--- src/rtl/mem_wb_multi.sv ---
// rtl/mem_wb_multi.sv - multi-channel MEM/WB pipeline register with flush, collision resolution and retire counter
module mem_wb_multi #(
  parameter int DATA_W  = 32,
  parameter int ADDR_W  = 5,
  parameter int NCH     = 2,
  parameter int CNT_W   = 2,
  parameter int STALL_W = 6,
  parameter int STAGE   = 4,
  parameter int RET_W   = 16
) (
  input  logic                    clk,
  input  logic                    rst,
  input  logic [STALL_W-1:0]      stall,
  input  logic                    flush,
  input  logic [NCH-1:0]          mem_valid,
  input  logic [NCH*ADDR_W-1:0]   mem_wd,
  input  logic [NCH-1:0]          mem_wreg,
  input  logic [NCH*DATA_W-1:0]   mem_wdata,
  input  logic                    mem_whilo,
  input  logic [DATA_W-1:0]       mem_hi,
  input  logic [DATA_W-1:0]       mem_lo,
  input  logic                    mem_llbit_we,
  input  logic                    mem_llbit_value,
  input  logic [CNT_W-1:0]        cnt_i,
  output logic [NCH-1:0]          wb_valid,
  output logic [NCH*ADDR_W-1:0]   wb_wd,
  output logic [NCH-1:0]          wb_wreg,
  output logic [NCH*DATA_W-1:0]   wb_wdata,
  output logic                    wb_whilo,
  output logic [DATA_W-1:0]       wb_hi,
  output logic [DATA_W-1:0]       wb_lo,
  output logic                    wb_llbit_we,
  output logic                    wb_llbit_value,
  output logic [CNT_W-1:0]        cnt_o,
  output logic [RET_W-1:0]        retire_cnt
);

  logic [NCH-1:0]        r_valid;
  logic [NCH*ADDR_W-1:0] r_wd;
  logic [NCH-1:0]        r_wreg;
  logic [NCH*DATA_W-1:0] r_wdata;
  logic                  r_whilo;
  logic [DATA_W-1:0]     r_hi;
  logic [DATA_W-1:0]     r_lo;
  logic                  r_llbit_we;
  logic                  r_llbit_value;
  logic [CNT_W-1:0]      r_cnt;
  logic [RET_W-1:0]      r_retire;

  logic [NCH-1:0]        w_qual;
  logic [NCH-1:0]        w_wreg;
  logic [RET_W-1:0]      w_pop;
  logic                  w_any;
  logic                  w_bubble;
  logic                  w_capture;

  assign w_any     = |mem_valid;
  assign w_bubble  = stall[STAGE] & ~stall[STAGE+1];
  assign w_capture = ~stall[STAGE];

  // Qualify writes ($zero and invalid channels drop out), then let the highest channel win same-address collisions
  always_comb begin
    w_qual = '0;
    w_wreg = '0;
    for (int i = 0; i < NCH; i++) begin
      w_qual[i] = mem_valid[i] & mem_wreg[i] & (mem_wd[i*ADDR_W +: ADDR_W] != '0);
    end
    for (int i = 0; i < NCH; i++) begin
      w_wreg[i] = w_qual[i];
      for (int j = i + 1; j < NCH; j++) begin
        if (w_qual[j] && (mem_wd[j*ADDR_W +: ADDR_W] == mem_wd[i*ADDR_W +: ADDR_W])) begin
          w_wreg[i] = 1'b0;
        end
      end
    end
  end

  // Number of real instructions in the group entering WB
  always_comb begin
    w_pop = '0;
    for (int i = 0; i < NCH; i++) begin
      w_pop = w_pop + {{(RET_W-1){1'b0}}, mem_valid[i]};
    end
  end

  // Pipeline register: reset > flush > bubble > capture > hold
  always_ff @(posedge clk or negedge rst) begin
    if (!rst) begin
      r_valid       <= '0;
      r_wd          <= '0;
      r_wreg        <= '0;
      r_wdata       <= '0;
      r_whilo       <= 1'b0;
      r_hi          <= '0;
      r_lo          <= '0;
      r_llbit_we    <= 1'b0;
      r_llbit_value <= 1'b0;
      r_cnt         <= '0;
      r_retire      <= '0;
    end else if (flush || w_bubble) begin
      r_valid       <= '0;
      r_wd          <= '0;
      r_wreg        <= '0;
      r_wdata       <= '0;
      r_whilo       <= 1'b0;
      r_hi          <= '0;
      r_lo          <= '0;
      r_llbit_we    <= 1'b0;
      r_llbit_value <= 1'b0;
      // a flush discards the multi-cycle progress, a bubble keeps it
      r_cnt         <= flush ? '0 : cnt_i;
    end else if (w_capture) begin
      r_valid       <= mem_valid;
      r_wd          <= mem_wd;
      r_wreg        <= w_wreg;
      r_wdata       <= mem_wdata;
      r_whilo       <= mem_whilo & w_any;
      r_hi          <= mem_hi;
      r_lo          <= mem_lo;
      r_llbit_we    <= mem_llbit_we & w_any;
      r_llbit_value <= mem_llbit_value;
      r_cnt         <= '0;
      r_retire      <= r_retire + w_pop;
    end else begin
      r_cnt         <= cnt_i;
    end
  end

  assign wb_valid       = r_valid;
  assign wb_wd          = r_wd;
  assign wb_wreg        = r_wreg;
  assign wb_wdata       = r_wdata;
  assign wb_whilo       = r_whilo;
  assign wb_hi          = r_hi;
  assign wb_lo          = r_lo;
  assign wb_llbit_we    = r_llbit_we;
  assign wb_llbit_value = r_llbit_value;
  assign cnt_o          = r_cnt;
  assign retire_cnt     = r_retire;

endmodule

--- config.mk ---
export PLATFORM = sky130hd
export DESIGN_NAME = mem_wb_multi
export DESIGN_NICKNAME = d
export VERILOG_FILES = /design/src/rtl/mem_wb_multi.sv
export SDC_FILE = /design/constraint.sdc
export NUM_CORES = 1
export LEC_CHECK = 0
export BUFFER_PORTS_ARGS = -buffer_cell sky130_fd_sc_hd__buf_4
export CORE_UTILIZATION = 41
export DETAILED_ROUTE_END_ITERATION = 8
export PLACE_DENSITY = 0.83
export RECOVER_POWER = 50
export SLEW_MARGIN = 20
export SYNTH_ARGS = -nofsm -noshare
export SYNTH_HDL_FRONTEND = slang
export SYNTH_SLANG_ARGS = --single-unit
--- constraint.sdc ---
create_clock -name clk -period 1.9 [get_ports clk]
set_clock_uncertainty 0.2 [all_clocks]
set_input_delay 0.19 -clock clk [delete_from_list [all_inputs] [get_ports clk]]
set_output_delay 0.19 -clock clk [all_outputs]
set_load 0.02 [all_outputs]
# [Word-level counts from Yosys, hierarchy flattened]
# Index checks and enable logic that the tools add are counted.
[word_totals] ff_bits=163 in_bits=156 out_inout_bits=163
[classes] n_addsub=2 eq_ne=2 muxes=22 bitwise_logic=10 n_reduce_logical=6
[ops] operator="$mux 32" count=4
[ops] operator="$mux 64" count=2
[ops] operator="$mux 10" count=2
[ops] operator="$add 16x2->16" count=1
[ops] operator="$mux 2" count=7
[ops] operator="$reduce_bool 5->1" count=2
[ops] operator="$and 1x1->1" count=7
[ops] operator="$mux 1" count=7
[ops] operator="$eq 5x5->1" count=1
[ops] operator="$not 1->1" count=3
[ops] operator="$add 1x1->2" count=1
[ops] operator="$ne 2x1->1 const B" count=1
[ops] operator="$reduce_and 2->1" count=1
[ops] operator="$reduce_or 2->1" count=1
[ops] operator="$logic_and 1x1->1" count=1
[ops] operator="$logic_or 1x1->1" count=1

# [Logic depth before layout (Yosys ltp)]
# Gate-level depths: netlist (run 1).
[logic_depth] word_depth=6 depth_mapped=7

# [Worst setup path after synthesis (run 1)]
# OpenSTA, ideal clock, no wires.
[synth_timing] kind="register to register" from="reg r_retire[0] (netlist: retire_cnt[0])" to="reg r_retire[10] (netlist: retire_cnt[10])" t_arrival_ps=1626 required_ps=1568 path_slack_ps=-58 path_stages_with_launch=8 n_path_buf=0 cell_sequence="dfrtp_1 > inv_1 > fa_1 > inv_1 > ha_1 > and4_1 > nand4_1 > xnor2_1"
[synth_via] elab_chain_len=1
[synth_rtl] item="start: declaration" line_no="48" source="logic [RET_W-1:0] r_retire;"
[synth_rtl] item="start signal: assignment" line_no="123" source="r_retire <= r_retire + w_pop;"
[synth_rtl] item="$add 16x2->16" line_no="123"
# No other way between the ends.
# A chain may end at the register's enable or synchronous reset.

# [Worst setup path in the final report (run 1)]
[layout_timing] from="reg r_retire[0] (netlist: retire_cnt[0])" to="reg r_retire[15] (netlist: retire_cnt[15])"
# Same word-level chain as after synthesis.

==> results.sh, run 1 <==
export IMPL_grt_max_degree=63
export IMPL_die_area_um2=15200
export IMPL_min_period_over_period=0.962
export IMPL_hold_path_class="input port to async pin"
export IMPL_clockBufferDepth=2
export IMPL_arrival_ns=1.97
export IMPL_area_growth_pct=73.4
export IMPL_yosysWarnings=0
export IMPL_first_iter_violations=263
export IMPL_cp_slowest_cell="dfrtp_2"
export IMPL_maxCapViolCount=0
export IMPL_port_buffers=314
export IMPL_synth_area_per_cell_um2=14.8
export IMPL_rsz0062_at_grt="yes"
export IMPL_vias=5580
export IMPL_period_minus_slack_ns=1.83
export IMPL_path_clk_slew_ns=0.06
export IMPL_routed_wl_um=20900
export IMPL_drive_gt1_frac=0.331
export IMPL_synthArstFlopShare=1.00
export IMPL_leakage_nw=5.20
export IMPL_stdcell_area_um2=10500
export IMPL_reg2reg_slack_ns=0.07
export IMPL_place_congestion=0.785
export IMPL_violations="negative hold slack"
export IMPL_yosysSeqAreaShare=0.675
export IMPL_cpPeakStageDelay_ns=0.36
export IMPL_yosys_top_cells_count="dfrtp_1, a22o_1, buf_2"
export IMPL_fmax_mhz=547
export IMPL_placed_area_um2=8610
export IMPL_syn_nets=566
export IMPL_start_util=0.417
export IMPL_overflow=0
export IMPL_dpl_hpwl_um=12100
export IMPL_first_pass_iters=4
export IMPL_antenna_found_initial=0
export IMPL_endpoint_kind="flop"
export IMPL_ys_flop_type="dfrtp_1"
export IMPL_relSlewSlack=0.470
export IMPL_status="finished with violations"
export IMPL_critical_path_peak_fanout=6
export IMPL_die_h_um=123
export IMPL_hold_viol=20
export IMPL_grt_pass1_vias=5787
export IMPL_ant_nets=0
export IMPL_htree_num_levels=4
export IMPL_dp_slack_ns=-0.0385
export IMPL_critical_path_cell_chain="inv_1 -> fa_2 -> nor2b_1 -> nand4_4 -> nor4_4 -> xor2_1"
export IMPL_start_kind="flop"
export IMPL_cp_top_family="simple AND/OR/NAND/NOR gates"
export IMPL_syn_cell_area_um2=6040
export IMPL_nets=1031
export IMPL_drv_slew=0
export IMPL_setup_tns_final_ns=0
export IMPL_power_mw=9.15
export IMPL_tightest_slew_ns=0.795
export IMPL_powerDensity_nw_per_um2=874
export IMPL_timing_rr_start="retire_cnt[0]"
export IMPL_ys_ff_latch=163
export IMPL_die_w_um=123
export IMPL_r2r_cells=6
export IMPL_ys_types=33
export IMPL_drcViolationCount=0
export IMPL_numCtsBuffers=17
export IMPL_yosys_area_top_type_share=0.675
export IMPL_syn_inst=408
export IMPL_ir_drop_mv=0.557
export IMPL_n_antenna_cell=0
export IMPL_reg2reg_to="retire_cnt[15]"
export IMPL_fp_row_count=44
export IMPL_path_class="flop to flop"
export IMPL_setup_viol=0
export IMPL_grt_first_pass_wirelength_um=30300
export IMPL_wl_per_cell_um=19.5
export IMPL_routed_via_density=5.22
export IMPL_io_pins=319
export IMPL_grt_usage=0.268
export IMPL_cts_root_buffer="clkbuf_16"
export IMPL_clock_sinks=163
export IMPL_cts_tree="done"
export IMPL_synth_area_leaders="dfrtp_1, a22o_1, buf_2"
export IMPL_worstPathRequired_ns=2.04
export IMPL_synth_most_common_cell="dfrtp_1"
export IMPL_timing_hold_ws_ns=-0.00988
export IMPL_core_um2=14500
export IMPL_worst_path_buf_inv=1
export IMPL_worst_slack_ns=0.0721
export IMPL_clock_latency_ns=0.41
export IMPL_synth_area_leader_cell="dfrtp_1"
export IMPL_synth_edf_count=0
## cell usage in the layout (no fill, tap or decap), drive strengths merged, types with 4 or more instances in the layout
master and instances:
a22o 143, bufinv 4, nor2 6, nand2 6
inv 8, dfrtp 163, clkbuf 102, buf 244
xor2 8, nand3 5, nand4 4, dlygate4sd3 152
xnor2 11
## metal layers
| metal | routed length [um] | vias to the layer above | share of wire | GRT usage |
|---|---|---|---|---|
| met3 | 1420 | 60 | 0.068 | 0.0715 |
| met5 | 0 | - | 0 | 0 |
| met2 | 10700 | 284 | 0.52 | 0.470 |
| met1 | 7940 | 2770 | 0.38 | 0.303 |
| li1 | - | 2466 | - | - |
| met4 | 757 | 0 | 0.036 | 0.125 |
## final cells by class
cell class	instances	area (um^2)
Tap cell	184	230
Fill cell	943	4000
Clock inverter	11	178
Sequential cell	163	4080
Timing Repair Buffer	478	3720
Multi-Input combinational cell	206	1790
Clock buffer	20	457
Inverter	7	26.3
## per-stage QoR
step	cells	util
2_1_floorplan	408	-
3_3_place_gp	886	0.595
3_5_place_dp	886	0.595
4_1_cts	1070	0.745
5_1_grt	1069	0.724
6_report	1069	0.724
## worst max-delay path by stage
stage                   from              to  slack (ns)  cells after the start
6_report       retire_cnt[0]  retire_cnt[15]        0.07                      6
4_1_cts        retire_cnt[0]  retire_cnt[15]        0.05                      6
2_1_floorplan  retire_cnt[0]  retire_cnt[10]        0.02                      7
3_3_place_gp    mem_valid[0]  retire_cnt[10]       -0.01                      8
5_1_grt        retire_cnt[0]   retire_cnt[9]       -0.04                      6
3_5_place_dp    mem_valid[0]  retire_cnt[15]       -0.04                      7
## report_power, final
group	internal, mW	switching (mW)
clock network	2.27	1.39
registers	3.68	0.204
logic	0.815	0.792
total	6.77	2.38
## timing repair
item / CTS / global route
gates resized for setup: 1 / 6
endpoints found under the setup margin: 3 / 27
endpoints found under the hold margin: 313 / 0
pin swaps: 1 / 2
setup buffers: 0 / 0
hold buffers: 153 / 0
## sequential cells by signal, summed over array words and instances (netlist names)
| name | count |
|---|---|
| cnt_o | 2 |
| retire_cnt | 16 |
| wb_hi | 32 |
| wb_llbit_value | 1 |
| wb_llbit_we | 1 |
| wb_lo | 32 |
| wb_valid | 2 |
| wb_wd | 10 |
| wb_wdata | 64 |
| wb_whilo | 1 |
| wb_wreg | 2 |
## worst register-to-register path, cell delays in order, from the launching register on
cell and delay [ns]:
dfrtp_2 0.36, inv_1 0.05, fa_2 0.36, nor2b_1 0.26, nand4_4 0.19, nor4_4 0.18, xor2_1 0.16
## cells by family (layout without fill, tap and decap cells)
family	Yosys count	in the layout	share of synthesized area
compound gates	149	149	0.215
buf+inv	39	516	0.0371
fa+ha+maj	2	2	0.00538
flops	163	163	0.675
mux	1	1	0.00186
simple gates	35	35	0.0385
xor+xnor	19	19	0.0275
Power figures use the tool's default switching activity.
==> run 2, diff against run 1 <==
==> constraint.sdc (replaced) <==
create_clock -name clk -period 1.9 [get_ports clk]
set_clock_uncertainty 0.2 [all_clocks]
set_input_delay 0.19 -clock clk [delete_from_list [all_inputs] [get_ports clk]]
set_output_delay 0.19 -clock clk [all_outputs]
set_load 0.005 [all_outputs]
==> run 2 against run 1 <==
The flow now finishes without violations. Clock-buffer cell count up 1. Sequential share of layout area down 0.84 points. Largest cell class unchanged. Global-route usage increased by 0.47 points. Cell area increased by 2.2%. Power fell by 4.9%. Worst setup slack better by 0.028 ns. Critical path depth unchanged. Highest routed layer unchanged. Sequential power about the same. Core utilization rose by 1.6 points. Flip-flop and latch count stayed put. Critical path type unchanged. Hold slack better by 0.090 ns.
==> results.sh, run 2 (same netlist as run 1, synthesis figures left out) <==
export IMPL_final_common_cell="buf_4"
export IMPL_critical_path_cell_chain="inv_1 -> fa_2 -> nor2b_2 -> nand4_2 -> nor4_4 -> xor2_1"
export IMPL_numCtsBuffers=17
export IMPL_grt_pass1_vias=5756
export IMPL_endpoint_kind="flop"
export IMPL_largest_reg_flops=64
export IMPL_start_kind="flop"
export IMPL_layout_common_cells="buf_4, dfrtp_1, dlygate4sd3_1"
export IMPL_dp_cells=888
export IMPL_power_frac_seq=0.446
export IMPL_fmax_mhz=556
export IMPL_path_clk_slew_ns=0.06
export IMPL_clockBufferDepth=2
export IMPL_grt_first_pass_wirelength_um=30800
export IMPL_io_pins=319
export IMPL_die_h_um=123
export IMPL_placed_area_um2=8640
export IMPL_sw_frac_of_total=0.246
export IMPL_switchingPower_mw=2.14
export IMPL_ant_nets=0
export IMPL_tightest_slew_ns=1.20
export IMPL_die_area_um2=15200
export IMPL_drive_gt1_frac=0.396
export IMPL_clock_sinks=163
export IMPL_area_growth_pct=77.2
export IMPL_pwr_share_clk=0.391
export IMPL_vias=5669
export IMPL_path_class="flop to flop"
export IMPL_drv_slew=0
export IMPL_antenna_found_initial=1
export IMPL_min_period_over_period=0.947
export IMPL_routed_wl_um=21400
export IMPL_worstPathRequired_ns=2.03
export IMPL_grt_usage=0.273
export IMPL_htree_num_levels=4
export IMPL_hold_path_class="input port to flop"
export IMPL_cts_root_buffer="clkbuf_16"
export IMPL_arrival_ns=1.93
export IMPL_period_minus_slack_ns=1.80
export IMPL_first_pass_iters=4
export IMPL_place_congestion=0.781
export IMPL_rsz0062_at_grt="no"
export IMPL_final_cells=1074
export IMPL_setup_viol=0
export IMPL_internal_power_mw=6.56
export IMPL_leakage_nw=5.43
export IMPL_critical_path_peak_fanout=6
export IMPL_nets=1034
export IMPL_powerDensity_nw_per_um2=813
export IMPL_seq_area_um2=4080
export IMPL_stdcell_area_um2=10700
export IMPL_fp_row_count=44
export IMPL_drcViolationCount=0
export IMPL_dpl_hpwl_um=12000
export IMPL_cts_tree="done"
export IMPL_status="finished, final reports clean"
export IMPL_cp_slowest_cell="fa_2"
export IMPL_relSlewSlack=0.202
export IMPL_routed_via_density=5.28
export IMPL_setup_tns_final_ns=0
export IMPL_pwr_share_comb=0.163
export IMPL_ir_drop_mv=0.575
export IMPL_port_buffers=314
export IMPL_multi_input_area_um2=1780
export IMPL_clock_latency_ns=0.40
export IMPL_cpPeakStageDelay_ns=0.37
export IMPL_die_w_um=123
export IMPL_overflow=0
export IMPL_wl_per_cell_um=19.9
export IMPL_grt_max_degree=73
export IMPL_core_um2=14500
export IMPL_first_iter_violations=316
export IMPL_start_util=0.417
export IMPL_n_fill_cell=864
export IMPL_maxCapViolCount=0
export IMPL_fin_util=0.740
export IMPL_hold_viol=0
==> run 2: final timing paths <==
path	from	end	slack [ns]	cells past startpoint
hold / removal	mem_valid[1]	retire_cnt[0]	0.08	4
setup reg to reg	retire_cnt[0]	retire_cnt[15]	0.10	6
max in group asynchronous	rst	wb_lo[0]	0.26	3
min in group asynchronous	rst	wb_lo[21]	0.38	2
setup / recovery	retire_cnt[0]	retire_cnt[15]	0.10	6
hold reg to reg	retire_cnt[15]	retire_cnt[15]	0.28	1
==> run 2: metal layers <==
layer	up-vias	part of all wire	global-route usage
met4	0	0.031	0.142
met5	-	0	0
li1	2481	-	-
met2	296	0.52	0.469
met3	60	0.071	0.0692
met1	2832	0.38	0.313
==> run 2: per-stage QoR <==
stage	hold WS [ns]	power (mW)	worst slack [ns]
after global placement	-0.0358	5.02	-0.0278
after CTS	0.0531	8.69	0.0426
final	0.0802	8.71	0.100
after floorplan	-0.306	4.25	0.0766
after global routing	0.0808	9.05	0.0207
after detailed placement	-0.0242	5.06	-0.0602
==> run 2: what timing repair did <==
action                                  CTS  global route
gates resized for setup                   2             9
endpoints found under the hold margin   310             0
hold buffers                            152             0
setup buffers                             0             0
endpoints found under the setup margin    4            12
gates cloned                              0             1
==> run 2: worst max-delay path, delay by kind of cell (launching register included) <==
family | cells | cell delay [ns]
adders and majority gates | 1 | 0.37
xor gates and xnor gates | 1 | 0.17
buffers and inverters | 1 | 0.05
DFF | 1 | 0.34
and+or+nand+nor | 3 | 0.60
==> run 2: area by class of cell <==
class | count | area share
clock inverter | 11 | 0.0120
tap | 184 | 0.0215
antenna | 1 | 0.000234
multi-input combinational | 206 | 0.166
sequential | 163 | 0.381
inverter | 7 | 0.00245
clock buffer | 21 | 0.0430
timing repair buffer | 481 | 0.374
==> run 2: power groups by stage <==
stage	Combinational (mW)	Clock (mW)	Sequential, mW
after global routing	1.52	3.62	3.91
after CTS	1.39	3.42	3.87
after global placement	1.10	0	3.91
after floorplan	0.334	0	3.91
after detailed placement	1.13	0	3.92
final	1.42	3.40	3.88
==> run 3, diff against run 2 <==
Settings changed: REMOVE_ABC_BUFFERS set to 1.
==> run 3 against run 2 <==
Sequential share of layout area fell by 0.23 points. Via count rose by 0.60%. Critical path depth fell by 1. Non-clock buffer count rose by 4. Combinational power barely moved. Final cell count rose by 0.28%. Cell area rose by 0.62%. Sequential power barely moved. Critical endpoint is now wb_wdata[36]. Highest routed layer unchanged.
==> results.sh, run 3 (same netlist as run 1, synthesis figures left out) <==
export IMPL_setup_viol=0
export IMPL_first_pass_iters=4
export IMPL_die_h_um=123
export IMPL_dp_slack_ns=-0.0421
export IMPL_port_buffers=314
export IMPL_relSlewSlack=0.185
export IMPL_tightest_slew_ns=1.22
export IMPL_hold_path_class="input port to flop"
export IMPL_routed_wl_um=21500
export IMPL_cts_tree="done"
export IMPL_leakage_nw=5.45
export IMPL_grt_max_degree=82
export IMPL_drv_slew=0
export IMPL_r2r_cells=7
export IMPL_fmax_mhz=546
export IMPL_worstPathRequired_ns=2.05
export IMPL_io_pins=319
export IMPL_grt_usage=0.275
export IMPL_reg2reg_slack_ns=0.11
export IMPL_drive_gt1_frac=0.398
export IMPL_htree_num_levels=4
export IMPL_start_util=0.417
export IMPL_first_iter_violations=340
export IMPL_critical_path_peak_fanout=9
export IMPL_area_growth_pct=78.3
export IMPL_timing_rr_start="retire_cnt[0]"
export IMPL_clock_sinks=163
export IMPL_setup_tns_final_ns=0
export IMPL_clock_latency_ns=0.42
export IMPL_layout_common_cells="buf_4, dfrtp_1, dlygate4sd3_1"
export IMPL_maxCapViolCount=0
export IMPL_overflow=0
export IMPL_placed_area_um2=8680
export IMPL_die_w_um=123
export IMPL_crit_start="stall[4]"
export IMPL_ir_drop_mv=0.591
export IMPL_core_um2=14500
export IMPL_n_fill_cell=871
export IMPL_period_minus_slack_ns=1.83
export IMPL_hold_viol=0
export IMPL_reg2reg_to="retire_cnt[10]"
export IMPL_powerDensity_nw_per_um2=814
export IMPL_final_common_cell="buf_4"
export IMPL_arrival_ns=1.98
export IMPL_cts_root_buffer="clkbuf_16"
export IMPL_min_period_over_period=0.963
export IMPL_ant_nets=0
export IMPL_dpl_hpwl_um=12200
export IMPL_fin_util=0.744
export IMPL_vias=5703
export IMPL_antenna_found_initial=0
export IMPL_timing_hold_ws_ns=0.0348
export IMPL_nets=1038
export IMPL_drcViolationCount=0
export IMPL_clockBufferDepth=2
export IMPL_n_antenna_cell=0
export IMPL_largest_reg_flops=64
export IMPL_grt_first_pass_wirelength_um=31100
export IMPL_place_congestion=0.857
export IMPL_die_area_um2=15200
export IMPL_grt_pass1_vias=5813
export IMPL_status="finished, final reports clean"
export IMPL_stdcell_area_um2=10800
export IMPL_numCtsBuffers=17
export IMPL_start_kind="input port"
export IMPL_worst_slack_ns=0.0698
export IMPL_fp_row_count=44
export IMPL_crit_path_end="wb_wdata[36]"
export IMPL_endpoint_kind="flop"
export IMPL_path_class="input port to flop"
export IMPL_path_clk_slew_ns=0.06
export IMPL_wl_per_cell_um=19.9
export IMPL_routed_via_density=5.30
export IMPL_cts_setup_buffers=0
[run 3: power breakdown]
part	switching, mW	total [mW]	internal, mW	leakage [nW]
logic	0.551	1.42	0.869	3.01
registers	0.212	3.89	3.68	2.17
clock network	1.40	3.45	2.05	0.276
[run 3: layout make-up]
cell class | instances | area, um^2 | area share
tap | 184 | 230 | 0.0214
clock buffer | 22 | 474 | 0.0440
clock inverter | 10 | 124 | 0.0115
timing repair buffer | 485 | 4050 | 0.376
multi-input combinational | 206 | 1790 | 0.166
inverter | 7 | 26.3 | 0.00244
sequential | 163 | 4080 | 0.379
[run 3: worst min-delay path by stage]
stage	start	end	slack (ns)	cells after the start
after global placement	rst	wb_lo[0]	-0.02	1
after CTS	mem_wd[6]	wb_wreg[0]	0.01	4
after global routing	mem_wd[6]	wb_wreg[0]	0.09	4
after detailed placement	rst	wb_wdata[24]	-0.02	1
after floorplan	rst	cnt_o[0]	-0.31	0
final	mem_wd[6]	wb_wreg[0]	0.03	4
[run 3: routing by layer]
metal  global-route usage  up-vias  routed length, um
met2                0.483      302              11200
met5                    0        -                  0
met1                0.315     2860               8140
met3               0.0761       56               1380
li1                     -     2485                  -
met4                0.113        0                719
[run 3: repair_timing]
| item | 4_1_cts | 5_1_grt |
|---|---|---|
| hold buffers | 155 | 0 |
| endpoints found under the setup margin | 4 | 13 |
| pin swaps | 1 | 1 |
| gates resized for setup | 2 | 10 |
| endpoints found under the hold margin | 310 | 0 |
[run 3: stage by stage]
| stage | instances | power [mW] |
|---|---|---|
| CTS | 1077 | 8.75 |
| global route | 1077 | 9.10 |
| finish | 1077 | 8.77 |
| global placement | 890 | 5.01 |
| detailed placement | 890 | 5.05 |
| floorplan | 376 | 4.23 |
[run 3: worst max-delay path, stage by stage]
cell and delay (ns):
buf_4 0.12, dlygate4sd3_1 0.63, nor2_4 0.33, a22o_1 0.17, dlygate4sd3_1 0.54
